`config.mk`:
```
export PLATFORM = sky130hd
export DESIGN_NAME = uart_tx_periph
export DESIGN_NICKNAME = d
export VERILOG_FILES = /design/src/rtl/uart_tx_periph_pkg.sv /design/src/rtl/uart_tx_fifo.sv /design/src/rtl/uart_tx_periph.sv
export SDC_FILE = /design/constraint.sdc
export NUM_CORES = 1
export LEC_CHECK = 0
export ABC_AREA = 1
export ABC_CLOCK_PERIOD_IN_PS = 4800
export CAP_MARGIN = 20
export CORE_MARGIN = 5
export CORE_UTILIZATION = 45
export DETAILED_ROUTE_END_ITERATION = 6
export GPL_ROUTABILITY_DRIVEN = 0
export PLACE_DENSITY = 0.63
export SETUP_SLACK_MARGIN = 0.02
export SYNTH_ARGS = -nofsm -noshare
export SYNTH_HDL_FRONTEND = slang
export SYNTH_SLANG_ARGS = --single-unit
export TNS_END_PERCENT = 10
```
`constraint.sdc`:
```
create_clock -name clk -period 4.8 [get_ports clk]
set_input_delay 1.2 -clock clk [delete_from_list [all_inputs] [get_ports clk]]
set_output_delay 1.2 -clock clk [all_outputs]
set_load 0.01 [all_outputs]
```
`src/rtl/uart_tx_periph_pkg.sv`:
```
// Shared definitions for the memory-mapped UART transmitter: register map,
// STATUS bit positions and the transmit FSM state encoding.
package uart_tx_periph_pkg;

  localparam logic [31:0] UART_BASE_ADDRESS = 32'h1000_0000;

  // Register offsets, as decoded from addr[3:2]
  localparam logic [1:0] UART_TXDATA_OFF = 2'd0;
  localparam logic [1:0] UART_STATUS_OFF = 2'd1;
  localparam logic [1:0] UART_BAUD_OFF   = 2'd2;

  // STATUS register bit indices
  localparam int STAT_BUSY_BIT   = 0;
  localparam int STAT_FULL_BIT   = 1;
  localparam int STAT_EMPTY_BIT  = 2;
  localparam int STAT_OVF_BIT    = 3;
  localparam int STAT_PARITY_BIT = 4;

  typedef enum logic [2:0] {
    UART_TX_IDLE   = 3'd0,
    UART_TX_START  = 3'd1,
    UART_TX_DATA   = 3'd2,
    UART_TX_PARITY = 3'd3,
    UART_TX_STOP   = 3'd4
  } uart_tx_state_e;

endpackage

```
`src/rtl/uart_tx_fifo.sv`:
```
// Synchronous byte FIFO for the UART transmitter. Pointers carry one extra
// wrap bit so full/empty are derived without a separate occupancy counter.
// The caller must not push when full (unless popping the same cycle) and
// must not pop when empty.
module uart_tx_fifo #(
  parameter int DEPTH = 8,
  parameter int WIDTH = 8
) (
  input  logic             clk,
  input  logic             rst_n,
  input  logic             push,
  input  logic [WIDTH-1:0] din,
  input  logic             pop,
  output logic [WIDTH-1:0] dout,
  output logic             full,
  output logic             empty
);

  localparam int AW = $clog2(DEPTH);

  logic [WIDTH-1:0] mem [DEPTH];
  logic [AW:0]      wr_ptr;
  logic [AW:0]      rd_ptr;

  // Advance write/read pointers on push/pop
  always_ff @(posedge clk or negedge rst_n) begin
    if (!rst_n) begin
      wr_ptr <= '0;
      rd_ptr <= '0;
    end else begin
      if (push) wr_ptr <= wr_ptr + 1'b1;
      if (pop)  rd_ptr <= rd_ptr + 1'b1;
    end
  end

  // Storage array write
  // NOTE: the array has no reset; entries are only ever read after being written, so resetting it buys nothing.
  always_ff @(posedge clk) begin
    if (push) mem[wr_ptr[AW-1:0]] <= din;
  end

  assign dout  = mem[rd_ptr[AW-1:0]];
  assign empty = (wr_ptr == rd_ptr);
  assign full  = (wr_ptr[AW] != rd_ptr[AW]) && (wr_ptr[AW-1:0] == rd_ptr[AW-1:0]);

endmodule

```
`src/rtl/uart_tx_periph.sv`:
```
// Memory-mapped 8N1 UART transmitter on the memory-stage bus.
// CPU stores to TXDATA fill an 8-deep FIFO; the FSM serialises bytes LSB
// first. STATUS reports busy/full/empty/overflow; BAUDDIV sets clk cycles
// per bit and is sampled once per frame.
// Optional build macro: UART_TX_PARITY_EN adds an even-parity bit after the
// data bits and sets STATUS[4].
module uart_tx_periph
  import uart_tx_periph_pkg::*;
#(
  parameter int FIFO_DEPTH   = 8,
  parameter int BAUD_DIV_RST = 868,
  parameter int DIV_W        = 16
) (
  input  logic        clk,
  input  logic        rst_n,
  input  logic        uart_sel,
  input  logic        wr_en,
  input  logic [3:0]  addr,
  input  logic [31:0] wdata,
  output logic [31:0] rdata,
  output logic        tx,
  output logic        tx_irq
);

  localparam logic [2:0] S_IDLE   = UART_TX_IDLE;
  localparam logic [2:0] S_START  = UART_TX_START;
  localparam logic [2:0] S_DATA   = UART_TX_DATA;
  localparam logic [2:0] S_STOP   = UART_TX_STOP;
`ifdef UART_TX_PARITY_EN
  localparam logic [2:0] S_PARITY = UART_TX_PARITY;
  localparam logic       PARITY_PRESENT = 1'b1;
`else
  localparam logic       PARITY_PRESENT = 1'b0;
`endif

  logic [1:0]       reg_off;
  logic             wr_stb;
  logic             push_req;
  logic             fifo_push;
  logic             fifo_pop;
  logic             fifo_full;
  logic             fifo_empty;
  logic [7:0]       fifo_dout;
  logic             ovf;
  logic [DIV_W-1:0] baud_div;
  logic [DIV_W-1:0] wr_div;

  logic [2:0]       state;
  logic [DIV_W-1:0] div_sh;
  logic [DIV_W-1:0] baud_cnt;
  logic [2:0]       bit_cnt;
  logic [7:0]       shift;
  logic             bit_done;
  logic             busy;
`ifdef UART_TX_PARITY_EN
  logic             par_bit;
`endif

  logic             unused_bits;
  assign unused_bits = ^{addr[1:0], wdata[31:DIV_W]};

  assign reg_off  = addr[3:2];
  assign wr_stb   = uart_sel && wr_en;
  assign push_req = wr_stb && (reg_off == UART_TXDATA_OFF);
  assign wr_div   = (wdata[DIV_W-1:0] == '0) ? DIV_W'(1) : wdata[DIV_W-1:0];

  assign busy     = (state != S_IDLE);
  assign bit_done = (baud_cnt == '0);

  // A new byte is taken when idle, or on the last STOP cycle so frames run back-to-back.
  assign fifo_pop  = !fifo_empty && ((state == S_IDLE) || ((state == S_STOP) && bit_done));
  // A pop on a full FIFO frees the slot the same cycle, so the push still lands.
  assign fifo_push = push_req && (!fifo_full || fifo_pop);

  uart_tx_fifo #(
    .DEPTH (FIFO_DEPTH),
    .WIDTH (8)
  ) u_fifo (
    .clk   (clk),
    .rst_n (rst_n),
    .push  (fifo_push),
    .din   (wdata[7:0]),
    .pop   (fifo_pop),
    .dout  (fifo_dout),
    .full  (fifo_full),
    .empty (fifo_empty)
  );

  // Register writes: sticky overflow flag and baud divisor
  always_ff @(posedge clk or negedge rst_n) begin
    if (!rst_n) begin
      ovf      <= 1'b0;
      baud_div <= DIV_W'(BAUD_DIV_RST);
    end else begin
      if (wr_stb && (reg_off == UART_STATUS_OFF)) begin
        ovf <= 1'b0;
      end else if (push_req && !fifo_push) begin
        ovf <= 1'b1;
      end
      if (wr_stb && (reg_off == UART_BAUD_OFF)) baud_div <= wr_div;
    end
  end

  // Transmit FSM with per-bit baud counter; divisor is latched once per frame
  always_ff @(posedge clk or negedge rst_n) begin
    if (!rst_n) begin
      state    <= S_IDLE;
      div_sh   <= DIV_W'(1);
      baud_cnt <= '0;
      bit_cnt  <= '0;
      shift    <= '0;
`ifdef UART_TX_PARITY_EN
      par_bit  <= 1'b0;
`endif
    end else if (fifo_pop) begin
      state    <= S_START;
      shift    <= fifo_dout;
      div_sh   <= baud_div;
      baud_cnt <= baud_div - 1'b1;
`ifdef UART_TX_PARITY_EN
      par_bit  <= ^fifo_dout;
`endif
    end else begin
      case (state)
        S_START: begin
          if (bit_done) begin
            state    <= S_DATA;
            bit_cnt  <= '0;
            baud_cnt <= div_sh - 1'b1;
          end else begin
            baud_cnt <= baud_cnt - 1'b1;
          end
        end
        S_DATA: begin
          if (bit_done) begin
            shift    <= shift >> 1;
            baud_cnt <= div_sh - 1'b1;
            if (bit_cnt == 3'd7) begin
`ifdef UART_TX_PARITY_EN
              state <= S_PARITY;
`else
              state <= S_STOP;
`endif
            end else begin
              bit_cnt <= bit_cnt + 3'd1;
            end
          end else begin
            baud_cnt <= baud_cnt - 1'b1;
          end
        end
`ifdef UART_TX_PARITY_EN
        S_PARITY: begin
          if (bit_done) begin
            state    <= S_STOP;
            baud_cnt <= div_sh - 1'b1;
          end else begin
            baud_cnt <= baud_cnt - 1'b1;
          end
        end
`endif
        S_STOP: begin
          if (bit_done) state <= S_IDLE;
          else          baud_cnt <= baud_cnt - 1'b1;
        end
        default: state <= S_IDLE;
      endcase
    end
  end

  // Serial line level from the current FSM state
  always_comb begin
    // NOTE: default assigned first so no path through the case leaves tx unassigned (no latch).
    tx = 1'b1;
    case (state)
      S_START:  tx = 1'b0;
      S_DATA:   tx = shift[0];
`ifdef UART_TX_PARITY_EN
      S_PARITY: tx = par_bit;
`endif
      default:  tx = 1'b1;
    endcase
  end

  assign tx_irq = fifo_empty && !busy;

  // Load data mux, combinational from addr
  always_comb begin
    rdata = '0;
    case (reg_off)
      UART_STATUS_OFF: begin
        rdata[STAT_BUSY_BIT]   = busy;
        rdata[STAT_FULL_BIT]   = fifo_full;
        rdata[STAT_EMPTY_BIT]  = fifo_empty;
        rdata[STAT_OVF_BIT]    = ovf;
        rdata[STAT_PARITY_BIT] = PARITY_PRESENT;
      end
      UART_BAUD_OFF: rdata = 32'(baud_div);
      default:       rdata = '0;
    endcase
  end

endmodule
```
# Word level (Yosys, flattened, before mapping)
# Memories as Yosys holds them, arrays and structs flattened.
# Cells that the tools add are included.
# op_classes
n_addsub	6
eq_ne	17
n_mux	24
n_bitwise	1
n_reduce_logical	31
# op_table
cell	count
16-bit 2-to-1 mux	4
16-bit by 1-bit subtractor with 16-bit output, second input constant	3
16-bit logical NOT	2
16-bit one-hot mux with 2 select lines	1
8-bit 2-to-1 mux	3
3-bit 2-to-1 mux	7
3-bit inequality test, second input constant	5
11-bit 2-to-1 mux	1
1-bit logical AND	10
5-bit one-hot mux with 2 select lines	1
3-bit one-hot mux with 3 select lines	1
4-bit by 1-bit adder with 4-bit output, second input constant	2
2-bit nonzero test	4
3-bit == test, second input constant	2
2-bit inequality test, second input constant	3
3-bit one-hot mux with 2 select lines	1
3-bit nonzero test	2
5-bit AND reduction	1
4-bit == test	1
1-bit logical NOT	4
1-bit 2-to-1 mux	4
2-bit AND reduction	2
4-bit AND reduction	1
3-bit by 1-bit adder with 3-bit output, second input constant	1
other kinds (12)	13
# word_totals
regBits	71
ramBits	64
input_bits	40
out_inout_bits	34
wordCells	89
memories	1
# mem_list
memory	words	word_bits	read_ports	rd_ports_with_merged_regs	write_ports	line	rtl
u_fifo.mem	8	8	1	0	1	uart_tx_fifo.sv:21	logic [WIDTH-1:0] mem [DEPTH];

# Longest topological paths before layout
# logic_depth
word_depth	10
mapped_depth	12
depth_no_buf	12

# Modules after synthesis
# A second synthesis with hierarchy kept.
# hier_totals
cells_unflattened	977
hier_area_um2	7743.7
# modules_own_cells
module	instances	cells_each	area_per_inst_um2	seq_area_each_um2
uart_tx_periph	1	647	4453.0	1584.0
uart_tx_fifo	1	330	3290.7	2122.0

# Least setup slack after synthesis
# OpenSTA, ideal clock, no wires.
# synth_path
path_type	input port to output port
from	input port addr[2]
to	output port rdata[15]
arrival_time_ns	2.035
setup_slack_ns	1.565
path_stages	6
path_cell_list	inv_1 -> ha_1 -> clkbuf_1 -> clkbuf_1 -> nand2_1 -> inv_1
# synth_via
elab_chain_cells	2
# synth_lines
item	line	rtl
start: declaration	uart_tx_periph.sv:18	input logic [3:0] addr,
2-bit == test	uart_tx_periph.sv:189	case (reg_off)
11-bit 2-to-1 mux	uart_tx_periph.sv:189	
end: declaration	uart_tx_periph.sv:20	output logic [31:0] rdata,
# No other way between the ends.

# Worst setup path after layout
# layout_path
from	input port addr[2]
to	output port rdata[10]
# Same word-level chain as after synthesis.

==> flow_summary.yaml <==
pwr:
  design_power_total_mw: 5.11
  power_density_nw_per_um2: 602
  static_leak_nw: 3.72
  irDropWorstVdd_v: 0.000330
logic_synthesis:
  synth_area_sq_um: 7340
  synth_seq_cells: 135
  synthDistinctLibCells: 41
  synth.avg_cell_area_sq_um: 8.28
  syn-instance-count: 887
  yosys_warnings: 0
  synth_sequential_area_ratio_pct: 50.5
floorplanning:
  fp.dieW_um: 138
  dieHeight_um: 138
  top_level_ports: 74
  effective_utilization_at_floorplan_pct: 46.0
  num_rows: 46
  core-area_sq_um: 15900
  floorplan.die_area_sq_um: 19000
layout:
  antenna_cells: 0
  final_cell_mix: "sky130_fd_sc_hd__nand2_1 (233), sky130_fd_sc_hd__nor2_1 (122), sky130_fd_sc_hd__nand3_1 (90)"
  syn_to_final_growth_pct: 15.6
  fillers: 1535
  finish.net_count: 976
  final_layout_size_suffix_gt1_share_pct: 7.46
  layout.cells.most_common: "sky130_fd_sc_hd__nand2_1"
detailed_routing:
  route.detailed.wl_per_inst_um: 15.1
  drt_iter0_markers: 494
  drt_pre_antenna_iters: 6
  post_drt_via_cell_ratio: 5.06
  final_antenna_violating_net_count: 0
  route.vias.total: 5838
  route.final.wire_length_mm: 17.4
  detail_route.drc_violations: 0
grt:
  antenna_found_initial: 0
  globalRouteTotalUtil_pct: 19.6
  largest_net_degree_at_the_start_of_global_routing: 72
  remaining_overflow_grt: 0
  grt_pass1_vias: 5524
  grt_pass1_wl_mm: 28.7
timing:
  timing.setup.tns_ps: 0
  worst_clock_skew_ps: 9.93
  timing_hold_violations_final: 0
  fmax_mhz: 243
  final.period_utilization_pct: 85.9
  period_minus_slack_ps: 4120
  final_slew_viol_count: 0
  setup_repair_after_global_routing_missed_its_margin: "false"
  worstMarginPinSlew_ps: 968
  worst_slew_margin_rel_pct: 35.4
  report.final.setup_viol: 0
critical_path:
  worst_ep_required_time_ps: 3600
  end_kind: "output port"
  critical_path.startpoint_type: "primary input"
  critical_path_peak_fanout: 20
  worst-endpoint-arrival_ps: 2920
  setup.worst_path.class: "in -> out"
placed_design:
  dp_hpwl_mm: 12.1
  io_buffers: 39
cts:
  postCtsResizedCells: 0
  tritoncts_clock_tree: "yes"
  clockBufferDepth: 2
  clock-sinks: 135
  worst_skew_pair.late_latency_ps: 420
  cts-htree-levels: 4
  cts.root.buffer_cell: "sky130_fd_sc_hd__clkbuf_16"
  post_cts_hold_buffer_count: 0
  postCtsSetupRepairBufs: 0
  cts_made_buffers: 17
  clkTransAtPathRegs_ps: 60
worst_hold_path:
  worst_hold_path_type: "reg -> reg"
job:
  max_cap_violations: 0
run_status:
  status: "finished, final reports clean"
-- synthesized netlist by cell type (all sizes together) --
library cell,count,area [sq um]
xor2,22,193
inv,81,307
edfxtp,64,1920
o22ai,1,6.26
nor2,129,512
nor4,4,25.0
dfrtp,65,1630
o211ai,18,135
clkbuf,15,57.6
a22oi,2,15.0
ha,11,138
and2,1,6.26
xnor2,9,78.8
o21a,1,7.51
a32o,2,20.0
nand4,5,31.3
a21oi,12,60.1
dfstp,6,158
mux2,4,45.0
nand3,91,460
clkinv,2,7.51
nand2,239,932
nand3b,3,22.5
o21ai,58,290
buf,28,201
conb,1,3.75
or2,3,18.8
nor3,10,61.3
-- layer usage --
layer / up-vias / track usage, % / wire [um]
met3: 24 / 4.16 / 1000
li1: 2950 / - / -
met4: 0 / 5.38 / 246
met2: 153 / 29.6 / 7880
met5: - / 0 / 0
met1: 2711 / 28.8 / 8300
-- sequential cells by signal, summed over array words and instances, names as in the netlist --
| register | count |
|---|---|
| baud_cnt | 16 |
| baud_div | 16 |
| u_fifo.wr_ptr | 4 |
| bit_cnt | 3 |
| u_fifo.mem | 64 |
| div_sh | 16 |
| shift | 8 |
| u_fifo.rd_ptr | 4 |
| ovf | 1 |
| state | 3 |
-- logic make-up after synthesis --
| logic type | after synthesis | synth area share, % |
|---|---|---|
| XOR/XNOR | 31 | 3.70 |
| multiplexers | 4 | 0.614 |
| adder cells (fa/ha/maj) | 11 | 1.87 |
| AND/OR/NAND/NOR | 485 | 28.2 |
| AO/OA/AOI/OAI | 94 | 7.28 |
| flip-flops | 135 | 50.5 |
| buffers and inverters | 126 | 7.81 |
| other | 1 | 0.0511 |
-- path summary, 6_finish.rpt --
| path | startpoint | to | slack, ps | cells after the start |
|---|---|---|---|---|
| max | addr[2] | rdata[10] | 680 | 7 |
| min | shift[4]$_DFFE_PN0P_ | shift[4]$_DFFE_PN0P_ | 480 | 2 |
| max reg2reg | baud_cnt[12]$_DFFE_PN0P_ | u_fifo.mem[6][0]$_DFFE_PP_ | 1920 | 9 |
| min reg2reg | shift[4]$_DFFE_PN0P_ | shift[4]$_DFFE_PN0P_ | 480 | 2 |
| max in group asynchronous | rst_n | baud_div[4]$_DFFE_PN0P_ | 3270 | 1 |
| min in group asynchronous | rst_n | bit_cnt[1]$_DFFE_PN0P_ | 920 | 1 |
-- through the flow --
step	utilization, %	std cells	instance area, sq um	hold WS [ps]	worst slack [ps]
after floorplan	-	902	7400	449	1570
after global placement	49.3	1122	7860	465	704
after detailed placement	49.3	1122	7860	471	683
after CTS	53.2	1154	8490	485	679
after global routing	53.2	1154	8490	522	580
final	53.2	1154	8490	478	678
-- layout make-up --
class / instances / area [sq um] / share of cell area [%]
sequential: 135 / 3710 / 43.7
tap: 216 / 270 / 3.18
inverter: 83 / 314 / 3.70
clock inverter: 15 / 205 / 2.42
multi-input combinational: 641 / 3120 / 36.7
timing repair buffer: 47 / 448 / 5.28
clock buffer: 17 / 425 / 5.01
-- critical path, cell delays in order --
cell and delay (ps):
sky130_fd_sc_hd__clkdlybuf4s50_1 430, sky130_fd_sc_hd__inv_1 90, sky130_fd_sc_hd__ha_1 250, sky130_fd_sc_hd__buf_4 270, sky130_fd_sc_hd__nand2_1 80, sky130_fd_sc_hd__inv_1 60, sky130_fd_sc_hd__clkdlybuf4s50_1 540
-- power by group --
group          total [mW]  switching (mW)  internal (mW)
clock                1.37           0.574          0.801
combinational        1.99            1.32          0.670
sequential           1.75           0.268           1.48
total                5.11            2.16           2.95
Note: power is estimated with default switching activity, not from simulation.
